<file path="src/rtl/find_row_alloc_pkg.sv">
// rtl/find_row_alloc_pkg.sv - shared placement types for the strip allocator
package find_row_alloc_pkg;

  // Strip record field width; keep equal to the allocator DIM_W parameter.
  localparam int STRIP_DIM_W = 5;
  localparam int NONE_ID     = 0;

  typedef enum logic [1:0] {
    IDLE,
    SCAN,
    RESP
  } state_t;

  typedef struct packed {
    logic [STRIP_DIM_W-1:0] height;
    logic [STRIP_DIM_W-1:0] cap;
    logic [STRIP_DIM_W-1:0] free;
  } strip_t;

endpackage

</file>
<file path="src/rtl/find_row_alloc_if.sv">
// rtl/find_row_alloc_if.sv - config, request and response bundle of the strip allocator
interface find_row_alloc_if #(
  parameter int ID_W  = 4,
  parameter int DIM_W = 5
);

  logic             cfg_we;
  logic [ID_W-1:0]  cfg_id;
  logic [DIM_W-1:0] cfg_height;
  logic [DIM_W-1:0] cfg_cap;

  logic             req_valid;
  logic             req_ready;
  logic [DIM_W-1:0] req_height;
  logic [DIM_W-1:0] req_width;
  logic             req_commit;

  logic             rsp_valid;
  logic             rsp_found;
  logic [ID_W-1:0]  rsp_id;
  logic [DIM_W-1:0] rsp_x;

  modport master (
    output cfg_we, cfg_id, cfg_height, cfg_cap,
    output req_valid, req_height, req_width, req_commit,
    input  req_ready,
    input  rsp_valid, rsp_found, rsp_id, rsp_x
  );

  modport slave (
    input  cfg_we, cfg_id, cfg_height, cfg_cap,
    input  req_valid, req_height, req_width, req_commit,
    output req_ready,
    output rsp_valid, rsp_found, rsp_id, rsp_x
  );

endinterface

</file>
<file path="src/rtl/find_row_alloc_strip_fit_cmp.sv">
// rtl/find_row_alloc_strip_fit_cmp.sv - decides whether a scanned strip beats the current best fit
module strip_fit_cmp
  import find_row_alloc_pkg::*;
#(
  parameter int DIM_W     = 5,
  parameter int MAX_SLACK = 4
) (
  input  strip_t           cand,
  input  logic [DIM_W-1:0] req_height,
  input  logic [DIM_W-1:0] req_width,
  input  logic             best_valid,
  input  logic [DIM_W-1:0] best_slack,
  input  logic [DIM_W-1:0] best_free,
  output logic [DIM_W-1:0] slack,
  output logic             better
);

  logic fits_h;
  logic candidate;

  always_comb begin
    fits_h    = (cand.height != '0) && (cand.height >= req_height);
    // Difference only taken when it cannot wrap.
    slack     = fits_h ? (cand.height - req_height) : '0;
    candidate = fits_h && (req_height != '0) && (req_width != '0) &&
                (slack <= DIM_W'(MAX_SLACK)) && (cand.free >= req_width);
    better    = candidate &&
                (!best_valid || (slack < best_slack) ||
                 ((slack == best_slack) && (cand.free < best_free)));
  end

endmodule

</file>
<file path="src/rtl/find_row_alloc.sv">
// rtl/find_row_alloc.sv - sequential best-fit strip allocator, one strip visited per cycle
module find_row_alloc
  import find_row_alloc_pkg::*;
#(
  parameter int NUM_STRIPS = 13,
  parameter int DIM_W      = 5,
  parameter int MAX_SLACK  = 4,
  parameter int ID_W       = $clog2(NUM_STRIPS + 1)
) (
  input logic             clk,
  input logic             rst,
  find_row_alloc_if.slave bus
);

  state_t           state_q, state_d;
  strip_t           strips_q [1:NUM_STRIPS];
  logic [ID_W-1:0]  scan_idx_q, best_id_q;
  logic [DIM_W-1:0] req_h_q, req_w_q, best_slack_q, best_free_q, cand_slack;
  logic             req_c_q, best_found_q;
  logic             accept, scan_en, resp_en, cfg_ok, last_strip, better;
  strip_t           cand, best;

  always_ff @(posedge clk or posedge rst) begin
    if (rst) state_q <= IDLE;
    else     state_q <= state_d;
  end

  always_comb begin
    state_d = state_q;
    unique case (state_q)
      IDLE:    if (bus.req_valid) state_d = SCAN;
      SCAN:    if (last_strip)    state_d = RESP;
      RESP:    state_d = IDLE;
      default: state_d = IDLE;
    endcase
  end

  always_comb begin
    bus.req_ready = (state_q == IDLE);
    accept        = (state_q == IDLE) && bus.req_valid;
    scan_en       = (state_q == SCAN);
    resp_en       = (state_q == RESP);
    cfg_ok        = (state_q == IDLE) && bus.cfg_we && (bus.cfg_id != '0) &&
                    (bus.cfg_id <= ID_W'(NUM_STRIPS));
  end

  // Indices stay within 1..NUM_STRIPS, so both table reads are always in range.
  assign last_strip = (scan_idx_q == ID_W'(NUM_STRIPS));
  assign cand       = strips_q[scan_idx_q];
  assign best       = strips_q[best_id_q];

  strip_fit_cmp #(.DIM_W(DIM_W), .MAX_SLACK(MAX_SLACK)) u_cmp (
    .cand       (cand),
    .req_height (req_h_q),
    .req_width  (req_w_q),
    .best_valid (best_found_q),
    .best_slack (best_slack_q),
    .best_free  (best_free_q),
    .slack      (cand_slack),
    .better     (better)
  );

  always_ff @(posedge clk or posedge rst) begin
    if (rst) begin
      for (int i = 1; i <= NUM_STRIPS; i++) strips_q[i] <= '0;
    end else begin
      if (cfg_ok)
        strips_q[bus.cfg_id] <= '{height: bus.cfg_height, cap: bus.cfg_cap, free: bus.cfg_cap};
      if (resp_en && best_found_q && req_c_q)
        strips_q[best_id_q].free <= best.free - req_w_q;
    end
  end

  always_ff @(posedge clk or posedge rst) begin
    if (rst) begin
      req_h_q      <= '0;
      req_w_q      <= '0;
      req_c_q      <= 1'b0;
      scan_idx_q   <= ID_W'(1);
      best_found_q <= 1'b0;
      best_id_q    <= ID_W'(1);
      best_slack_q <= '0;
      best_free_q  <= '0;
    end else if (accept) begin
      req_h_q      <= bus.req_height;
      req_w_q      <= bus.req_width;
      req_c_q      <= bus.req_commit;
      scan_idx_q   <= ID_W'(1);
      best_found_q <= 1'b0;
      best_id_q    <= ID_W'(1);
      best_slack_q <= '0;
      best_free_q  <= '0;
    end else if (scan_en) begin
      if (!last_strip) scan_idx_q <= scan_idx_q + ID_W'(1);
      if (better) begin
        best_found_q <= 1'b1;
        best_id_q    <= scan_idx_q;
        best_slack_q <= cand_slack;
        best_free_q  <= cand.free;
      end
    end
  end

  // Result registers load on the RESP edge and hold until the next request completes.
  always_ff @(posedge clk or posedge rst) begin
    if (rst) begin
      bus.rsp_valid <= 1'b0;
      bus.rsp_found <= 1'b0;
      bus.rsp_id    <= ID_W'(NONE_ID);
      bus.rsp_x     <= '0;
    end else begin
      bus.rsp_valid <= resp_en;
      if (resp_en) begin
        bus.rsp_found <= best_found_q;
        bus.rsp_id    <= best_found_q ? best_id_q : ID_W'(NONE_ID);
        bus.rsp_x     <= best_found_q ? (best.cap - best.free) : '0;
      end
    end
  end

endmodule

</file>
<file path="src/flat_wrapper.sv">
// flat-port wrapper written by rule: the top's interface ports become plain ports
module find_row_alloc_flat import find_row_alloc_pkg::*;
#(
  parameter int NUM_STRIPS = 13,
  parameter int DIM_W      = 5,
  parameter int MAX_SLACK  = 4,
  parameter int ID_W       = $clog2(NUM_STRIPS + 1)
)
  (clk, rst, bus_cfg_we, bus_cfg_id, bus_cfg_height, bus_cfg_cap, bus_req_valid, bus_req_height, bus_req_width, bus_req_commit, bus_req_ready, bus_rsp_valid, bus_rsp_found, bus_rsp_id, bus_rsp_x);
  find_row_alloc_if #(.ID_W(ID_W), .DIM_W(DIM_W)) bus_i ();
  input logic clk;
  input logic rst;
  input wire logic [$bits(bus_i.cfg_we)-1:0] bus_cfg_we;
  input wire logic [$bits(bus_i.cfg_id)-1:0] bus_cfg_id;
  input wire logic [$bits(bus_i.cfg_height)-1:0] bus_cfg_height;
  input wire logic [$bits(bus_i.cfg_cap)-1:0] bus_cfg_cap;
  input wire logic [$bits(bus_i.req_valid)-1:0] bus_req_valid;
  input wire logic [$bits(bus_i.req_height)-1:0] bus_req_height;
  input wire logic [$bits(bus_i.req_width)-1:0] bus_req_width;
  input wire logic [$bits(bus_i.req_commit)-1:0] bus_req_commit;
  output wire logic [$bits(bus_i.req_ready)-1:0] bus_req_ready;
  output wire logic [$bits(bus_i.rsp_valid)-1:0] bus_rsp_valid;
  output wire logic [$bits(bus_i.rsp_found)-1:0] bus_rsp_found;
  output wire logic [$bits(bus_i.rsp_id)-1:0] bus_rsp_id;
  output wire logic [$bits(bus_i.rsp_x)-1:0] bus_rsp_x;
  assign bus_i.cfg_we = bus_cfg_we;
  assign bus_i.cfg_id = bus_cfg_id;
  assign bus_i.cfg_height = bus_cfg_height;
  assign bus_i.cfg_cap = bus_cfg_cap;
  assign bus_i.req_valid = bus_req_valid;
  assign bus_i.req_height = bus_req_height;
  assign bus_i.req_width = bus_req_width;
  assign bus_i.req_commit = bus_req_commit;
  assign bus_req_ready = bus_i.req_ready;
  assign bus_rsp_valid = bus_i.rsp_valid;
  assign bus_rsp_found = bus_i.rsp_found;
  assign bus_rsp_id = bus_i.rsp_id;
  assign bus_rsp_x = bus_i.rsp_x;
  find_row_alloc #(.NUM_STRIPS(NUM_STRIPS), .DIM_W(DIM_W), .MAX_SLACK(MAX_SLACK), .ID_W(ID_W)) u_core (.clk(clk), .rst(rst), .bus(bus_i));
endmodule
</file>
<file path="config.mk">
export PLATFORM = sky130hd
export DESIGN_NAME = find_row_alloc_flat
export DESIGN_NICKNAME = d
export VERILOG_FILES = /design/src/rtl/find_row_alloc_pkg.sv /design/src/rtl/find_row_alloc_if.sv /design/src/rtl/find_row_alloc_strip_fit_cmp.sv /design/src/rtl/find_row_alloc.sv /design/src/flat_wrapper.sv
export SDC_FILE = /design/constraint.sdc
export NUM_CORES = 1
export LEC_CHECK = 0
export CORE_MARGIN = 2
export CORE_UTILIZATION = 62
export CTS_CLUSTER_SIZE = 24
export DETAILED_ROUTE_END_ITERATION = 6
export GPL_ROUTABILITY_DRIVEN = 0
export GPL_TIMING_DRIVEN = 0
export PLACE_DENSITY = 0.76
export SLEW_MARGIN = 30
export SYNTH_ARGS = -nofsm -noshare
export SYNTH_HDL_FRONTEND = slang
export SYNTH_HIERARCHICAL = 1
export SYNTH_SLANG_ARGS = --single-unit
</file>
<file path="constraint.sdc">
create_clock -name clk -period 9.5 [get_ports clk]
set_input_delay 1.9 -clock clk [delete_from_list [all_inputs] [get_ports clk]]
set_output_delay 1.9 -clock clk [all_outputs]
set_load 0.01 [all_outputs]
</file>
==> results.tsv, run 1 <==
stage	metric	value	unit
cts	cts_resized	0	
cts	clkLatencyLatePin	0.54	ns
pwr	powerDensity	360.9	nW/um^2
critical_path	crit_fanout	10	
timing	worstMarginPinSlew	0.8128	ns
timing	min_period	6.422	ns
grt	antenna_found_initial	0	
cts	cts-root-buf	clkbuf_16	
drt	drc_errors	0	
placement	place.port_buffers	35	
floorplanning	initial_core_util	62.69	%
timing	setup_viol	0	
grt	grt_first_pass_wirelength	55.54	mm
critical_path	crit_slowest_cell	a221oi_1	
timing	finalHoldViolations	0	
floorplanning	dieArea	22230	sq um
critical_path	rrSetupSlack	3.08	ns
critical_path	cp_cell_sequence	buf_4 > buf_2 > buf_4 > mux2i_1 > o21ai_1 > o21ai_1 > a221oi_1 > ha_1 > o21ai_0 > a21oi_1 > o31ai_2 > nor2_1 > ha_1 > nand3_1 > a211o_1 > a31o_2 > o311ai_0 > nor4b_2 > and2_1 > clkbuf_1 > nor2_1 > clkbuf_1 > a22o_1	
grt	use_met3	6.789	%
run_status	outcome	complete, no violations	
grt	track_usage	32.99	%
layout	nets	1257	
critical_path	critPathLaunchType	flop	
floorplanning	rows	53	
cts	htreeDepth	1	
critical_path	end_kind	flop	
cts	cts_tree	yes	
timing	setup_tns	0	ns
timing	post-route-period-util	67.60	%
hold_path	hold_depth	2	
floorplanning	die_height	149.1	microns
pwr	finalPower	5.350	mW
grt	grt.met2_usage	50.37	%
timing	maxSlewViolCount	0	
cts	cts_buffer_depth	3	
timing	rsz0062_at_grt	false	
logic_synthesis	synthesis.instances	1129	
grt	grt_pass1_vias	9630	
critical_path	criticalPathCategory	flop to flop	
drt	viasPerCell	6.354	
critical_path	crit_family	compound AO/OA/AOI/OAI gates	
cts	cts_buffers	27	
placement	dp_hpwl	24.61	mm
logic_synthesis	synth_area	13050	sq um
layout	area_growth	13.56	%
timing	worst_clock_skew	0.01547	ns
drt	wl_per_cell	23.82	microns
drt	drt_wl_total	35.52	mm
drt	postRouteAntennaNets	0	
drt	drt_iter0_markers	982	
grt	grt_overflow	0	
timing	max_freq	0.1557	GHz
hold_path	hold_path_class	flop to flop	
pwr	ir_drop	268.5	uV
logic_synthesis	synth_nets	1190	
cts	clk_pin_slew	0.06	ns
critical_path	arrival	6.84	ns
grt	grt_start_max_net_pins	95	
critical_path	crit_cells	23	
grt	use_met1	46.31	%
floorplanning	die_x	149.1	microns
drt	first_pass_iters	5	
flow_run	max-cap-violations	0	
logic_synthesis	yosysWarnings	6	
pwr	p_leak	6.964	nW
grt	busiest_layer	met2	
logic_synthesis	syn_area_per_cell	11.56	sq um
critical_path	crit_buf_inv	5	
floorplanning	coreArea	20820	sq um
critical_path	worst_r2r_path_depth	23	
cts	ctsHoldBuffers	0	
layout	antennaDiodeCount	0	
timing	slew_headroom	45.82	%
critical_path	critPathRequiredTime	9.92	ns
layout	drive_above_1_share	15.63	%
floorplanning	ios	41	
critical_path	max_stage_delay	0.70	ns
cts	clkSinkCount	238	
drt	vias	9474	
cts	cts_setup_buffers	0	
## metrics by stage
step                      std cells  hold WS, ns  setup slack [ns]  area [sq um]  utilization (%)
after floorplan                1129       0.4457             1.072         13050                -
after global placement         1439       0.4504            -1.930         13750            66.03
after detailed placement       1442       0.4559             3.242         13840            66.46
after CTS                      1491       0.4687             3.192         14820            71.19
after global routing           1491       0.4889             2.651         14820            71.19
final                          1491       0.4696             3.078         14820            71.19
## report_power, final
part,internal (mW),switching (mW)
Clock,0.717,0.430
Combinational,1.06,1.56
Sequential,1.35,0.226
Total,3.13,2.22
## metal layers
metal,wire length (microns),vias up
met4,1683,0
met3,3011,115
met2,15870,435
met1,14950,4713
li1,-,4211
met5,0,-
## path summary, 6_finish.rpt
kind	to	start
hold reg to reg	u_core/bus.rsp_id[0]	u_core/bus.rsp_id[0]
min in group asynchronous	async pin	rst
max in group asynchronous	async pin	rst
hold / removal	u_core/bus.rsp_id[0]	u_core/bus.rsp_id[0]
setup reg to reg	u_core/best_free_q[1]	u_core/scan_idx_q[0]
setup / recovery	u_core/best_free_q[1]	u_core/scan_idx_q[0]
## cell usage in the layout, fill, tap and decap left out, types with 15 or more instances in the layout
master and instances:
a211oi_1 19, a21oi_1 46, buf_2 25, clkbuf_1 49, clkbuf_16 27, clkdlybuf4s50_1 35
dfrtp_1 236, ha_1 29, inv_1 30, mux2_1 120, mux2_2 40, mux2i_1 106
mux4_2 31, nand2_1 77, nor2_1 68, nor2b_1 30, nor3_1 15, o21ai_1 25
## area by class of cell
| class | instances | area (sq um) |
|---|---|---|
| buffer | 91 | 455.4 |
| sequential | 238 | 5958 |
| timing repair buffer | 38 | 432.9 |
| multi-input combinational | 767 | 6516 |
| clock inverter | 15 | 244.0 |
| inverter | 33 | 131.4 |
| fill | 1512 | 5998 |
| tap | 275 | 344.1 |
| clock buffer | 34 | 742.0 |
## worst min-delay path, stage by stage (launching register included)
cell	delay, ns
dfrtp_1	0.34
nand2_1	0.05
nand2_1	0.05
No activity file was read; power rests on OpenSTA's default activity.
==> inputs of run 2 (changes only) <==
--- a/config.mk
+++ b/config.mk
@@ -6,12 +6,12 @@
 export NUM_CORES = 1
 export LEC_CHECK = 0
 export CORE_MARGIN = 2
-export CORE_UTILIZATION = 62
+export CORE_UTILIZATION = 56
 export CTS_CLUSTER_SIZE = 24
 export DETAILED_ROUTE_END_ITERATION = 6
 export GPL_ROUTABILITY_DRIVEN = 0
 export GPL_TIMING_DRIVEN = 0
-export PLACE_DENSITY = 0.76
+export PLACE_DENSITY = 0.72
 export SLEW_MARGIN = 30
 export SYNTH_ARGS = -nofsm -noshare
 export SYNTH_HDL_FRONTEND = slang
==> constraint.sdc (replaced) <==
create_clock -name clk -period 5.6 [get_ports clk]
set_input_delay 1.12 -clock clk [delete_from_list [all_inputs] [get_ports clk]]
set_output_delay 1.12 -clock clk [all_outputs]
set_load 0.01 [all_outputs]
==> results.tsv, run 2 (synthesized netlist as in run 1, its figures left out) <==
stage	metric	value	unit	change
placement	dp_hpwl	25.76	mm	was 24.61 mm
floorplanning	initial_core_util	57.31	%	was 62.69%
layout	antennaDiodeCount	0		unchanged
cts	clkLatencyLatePin	0.55	ns	was 0.54 ns
floorplanning	ios	41		unchanged
drt	drt_iter0_markers	876		was 982
critical_path	max_stage_delay	0.62	ns	was 0.70 ns
layout	nets	1268		was 1257
placement	post-place-cells	1486		was 1442
layout	drive_above_1_share	16.60	%	was 15.63%
cts	cts_buffers	27		unchanged
timing	whs	0.4668	ns	was 0.4696 ns
hold_path	hold_path_class	flop to flop		unchanged
cts	clk_pin_slew	0.06	ns	about the same
run_status	outcome	complete, no violations		unchanged
timing	max_freq	0.1877	GHz	was 0.1557 GHz
layout	final_common_cell	dfrtp_1		unchanged
critical_path	critPathRequiredTime	6.01	ns	was 9.92 ns
drt	viasPerCell	6.193		was 6.354
cts	cts_tree	yes		unchanged
layout	fill_cells	1798		was 1512
critical_path	crit_fanout	10		unchanged
pwr	p_leak	7.016	nW	was 6.964 nW
timing	slew_headroom	42.13	%	was 45.82%
critical_path	crit_family	compound AO/OA/AOI/OAI gates		unchanged
drt	wl_per_cell	23.33	microns	was 23.82 microns
pwr	ir_drop	343.8	uV	was 268.5 uV
critical_path	critPathLaunchType	flop		unchanged
drt	first_pass_iters	5		unchanged
cts	cts_buffer_depth	3		unchanged
grt	track_usage	30.08	%	was 32.99%
cts	clkSinkCount	238		unchanged
timing	maxSlewViolCount	0		unchanged
grt	antenna_found_initial	0		unchanged
cts	htreeDepth	1		unchanged
critical_path	arrival	5.74	ns	was 6.84 ns
cts	cts-root-buf	clkbuf_16		unchanged
grt	grt_overflow	0		unchanged
timing	finalHoldViolations	0		unchanged
layout	instances_no_fill	1536		was 1491
floorplanning	coreArea	22780	sq um	was 20820 sq um
pwr	finalPower	8.943	mW	was 5.350 mW
timing	worstMarginPinSlew	0.8680	ns	was 0.8128 ns
timing	setup_viol	0		unchanged
critical_path	crit_slowest_cell	dfstp_2		was a221oi_1
cts	ctsHoldBuffers	0		unchanged
floorplanning	dieArea	24550	sq um	was 22230 sq um
floorplanning	die_height	156.7	microns	was 149.1 microns
critical_path	crit_buf_inv	6		was 5
layout	most-common-layout-cells	235 x dfrtp_1, 120 x mux2_1, 106 x mux2i_1		was 236 x dfrtp_1, 120 x mux2_1, 106 x mux2i_1
timing	min_period	5.327	ns	was 6.422 ns
pwr	powerDensity	598.1	nW/um^2	was 360.9 nW/um^2
grt	grt_start_max_net_pins	29		was 95
drt	postRouteAntennaNets	0		unchanged
critical_path	end_kind	flop		unchanged
drt	vias	9513		was 9474
drt	drc_errors	0		unchanged
timing	worst_clock_skew	0.02875	ns	was 0.01547 ns
drt	drt_wl_total	35.84	mm	was 35.52 mm
layout	final_util	65.65	%	was 71.19%
timing	post-route-period-util	95.13	%	was 67.60%
grt	grt_first_pass_wirelength	55.66	mm	was 55.54 mm
floorplanning	die_x	156.7	microns	was 149.1 microns
floorplanning	rows	55		was 53
flow_run	max-cap-violations	0		unchanged
placement	place.port_buffers	35		unchanged
grt	grt_pass1_vias	9525		was 9630
critical_path	criticalPathCategory	flop to flop		unchanged
layout	area_growth	14.55	%	was 13.56%
## run 2: final cells by class
type,count,area [sq um],area share [%]
Buffer,89,494.2,3.305
Clock buffer,36,749.5,5.012
Clock inverter,9,98.84,0.6610
Inverter,33,127.6,0.8535
Multi-Input combinational cell,767,6534,43.70
Sequential cell,238,5959,39.85
Tap cell,313,391.6,2.619
Timing Repair Buffer,51,598.1,4.000
## run 2: repair_timing
item	CTS	global route
resized for setup	9	16
endpoints found under the hold margin	0	0
cloned	0	0
setup buffers	0	7
pin swaps	0	3
endpoints found under the setup margin	15	15
## run 2: routing by layer
metal	part of all wire [%]	global-route usage, %	vias up
li1	-	-	4216
met1	44	42.89	4826
met2	46	47.28	398
met3	6.9	4.542	73
met4	3.6	10.35	0
met5	0	0	-
## run 2: final timing paths
check                                     startpoint                    end  slack (ns)  cells past startpoint
worst min-delay path             u_core/bus.rsp_x[1]    u_core/bus.rsp_x[1]        0.47                      2
min in group asynchronous                        rst              async pin        0.94                      2
worst max register to register  u_core/scan_idx_q[0]  u_core/best_free_q[1]        0.27                     25
worst min register to register   u_core/bus.rsp_x[1]    u_core/bus.rsp_x[1]        0.47                      2
max in group asynchronous                        rst    u_core/bus.rsp_x[2]        3.70                      5
worst max-delay path            u_core/scan_idx_q[0]  u_core/best_free_q[1]        0.27                     25
## run 2: where the power goes
group	switching (mW)	internal [mW]	leakage, nW
combinational	2.66	1.89	3.61
sequential	0.381	2.29	2.98
clock	0.693	1.02	0.424
## run 2: stage by stage
stage                     setup TNS [ns]  cell area, sq um  setup WS, ns
final                                  0             14950        0.2728
after detailed placement          -10.89             13990       -0.8253
after floorplan                        0             13060        0.4669
after CTS                              0             14870      0.007569
after global routing            -0.01930             14950      -0.01930
after global placement           -114.53             13800       -0.6752
## run 2: worst reg2reg max path: stages (launching register included)
cell	delay (ns)
dfstp_2	0.62
buf_12	0.16
buf_12	0.15
buf_6	0.15
mux2i_1	0.21
o221ai_1	0.19
a221oi_1	0.24
nor3_1	0.13
inv_1	0.11
ha_1	0.14
inv_1	0.07
fa_1	0.42
a21o_1	0.19
a21oi_1	0.17
xor2_1	0.21
nor2_1	0.09
ha_1	0.31
nand3_1	0.10
a211o_1	0.28
a31o_2	0.20
o311ai_0	0.08
nor4b_2	0.24
and2_4	0.22
nor2_1	0.09
buf_4	0.19
a22o_1	0.23
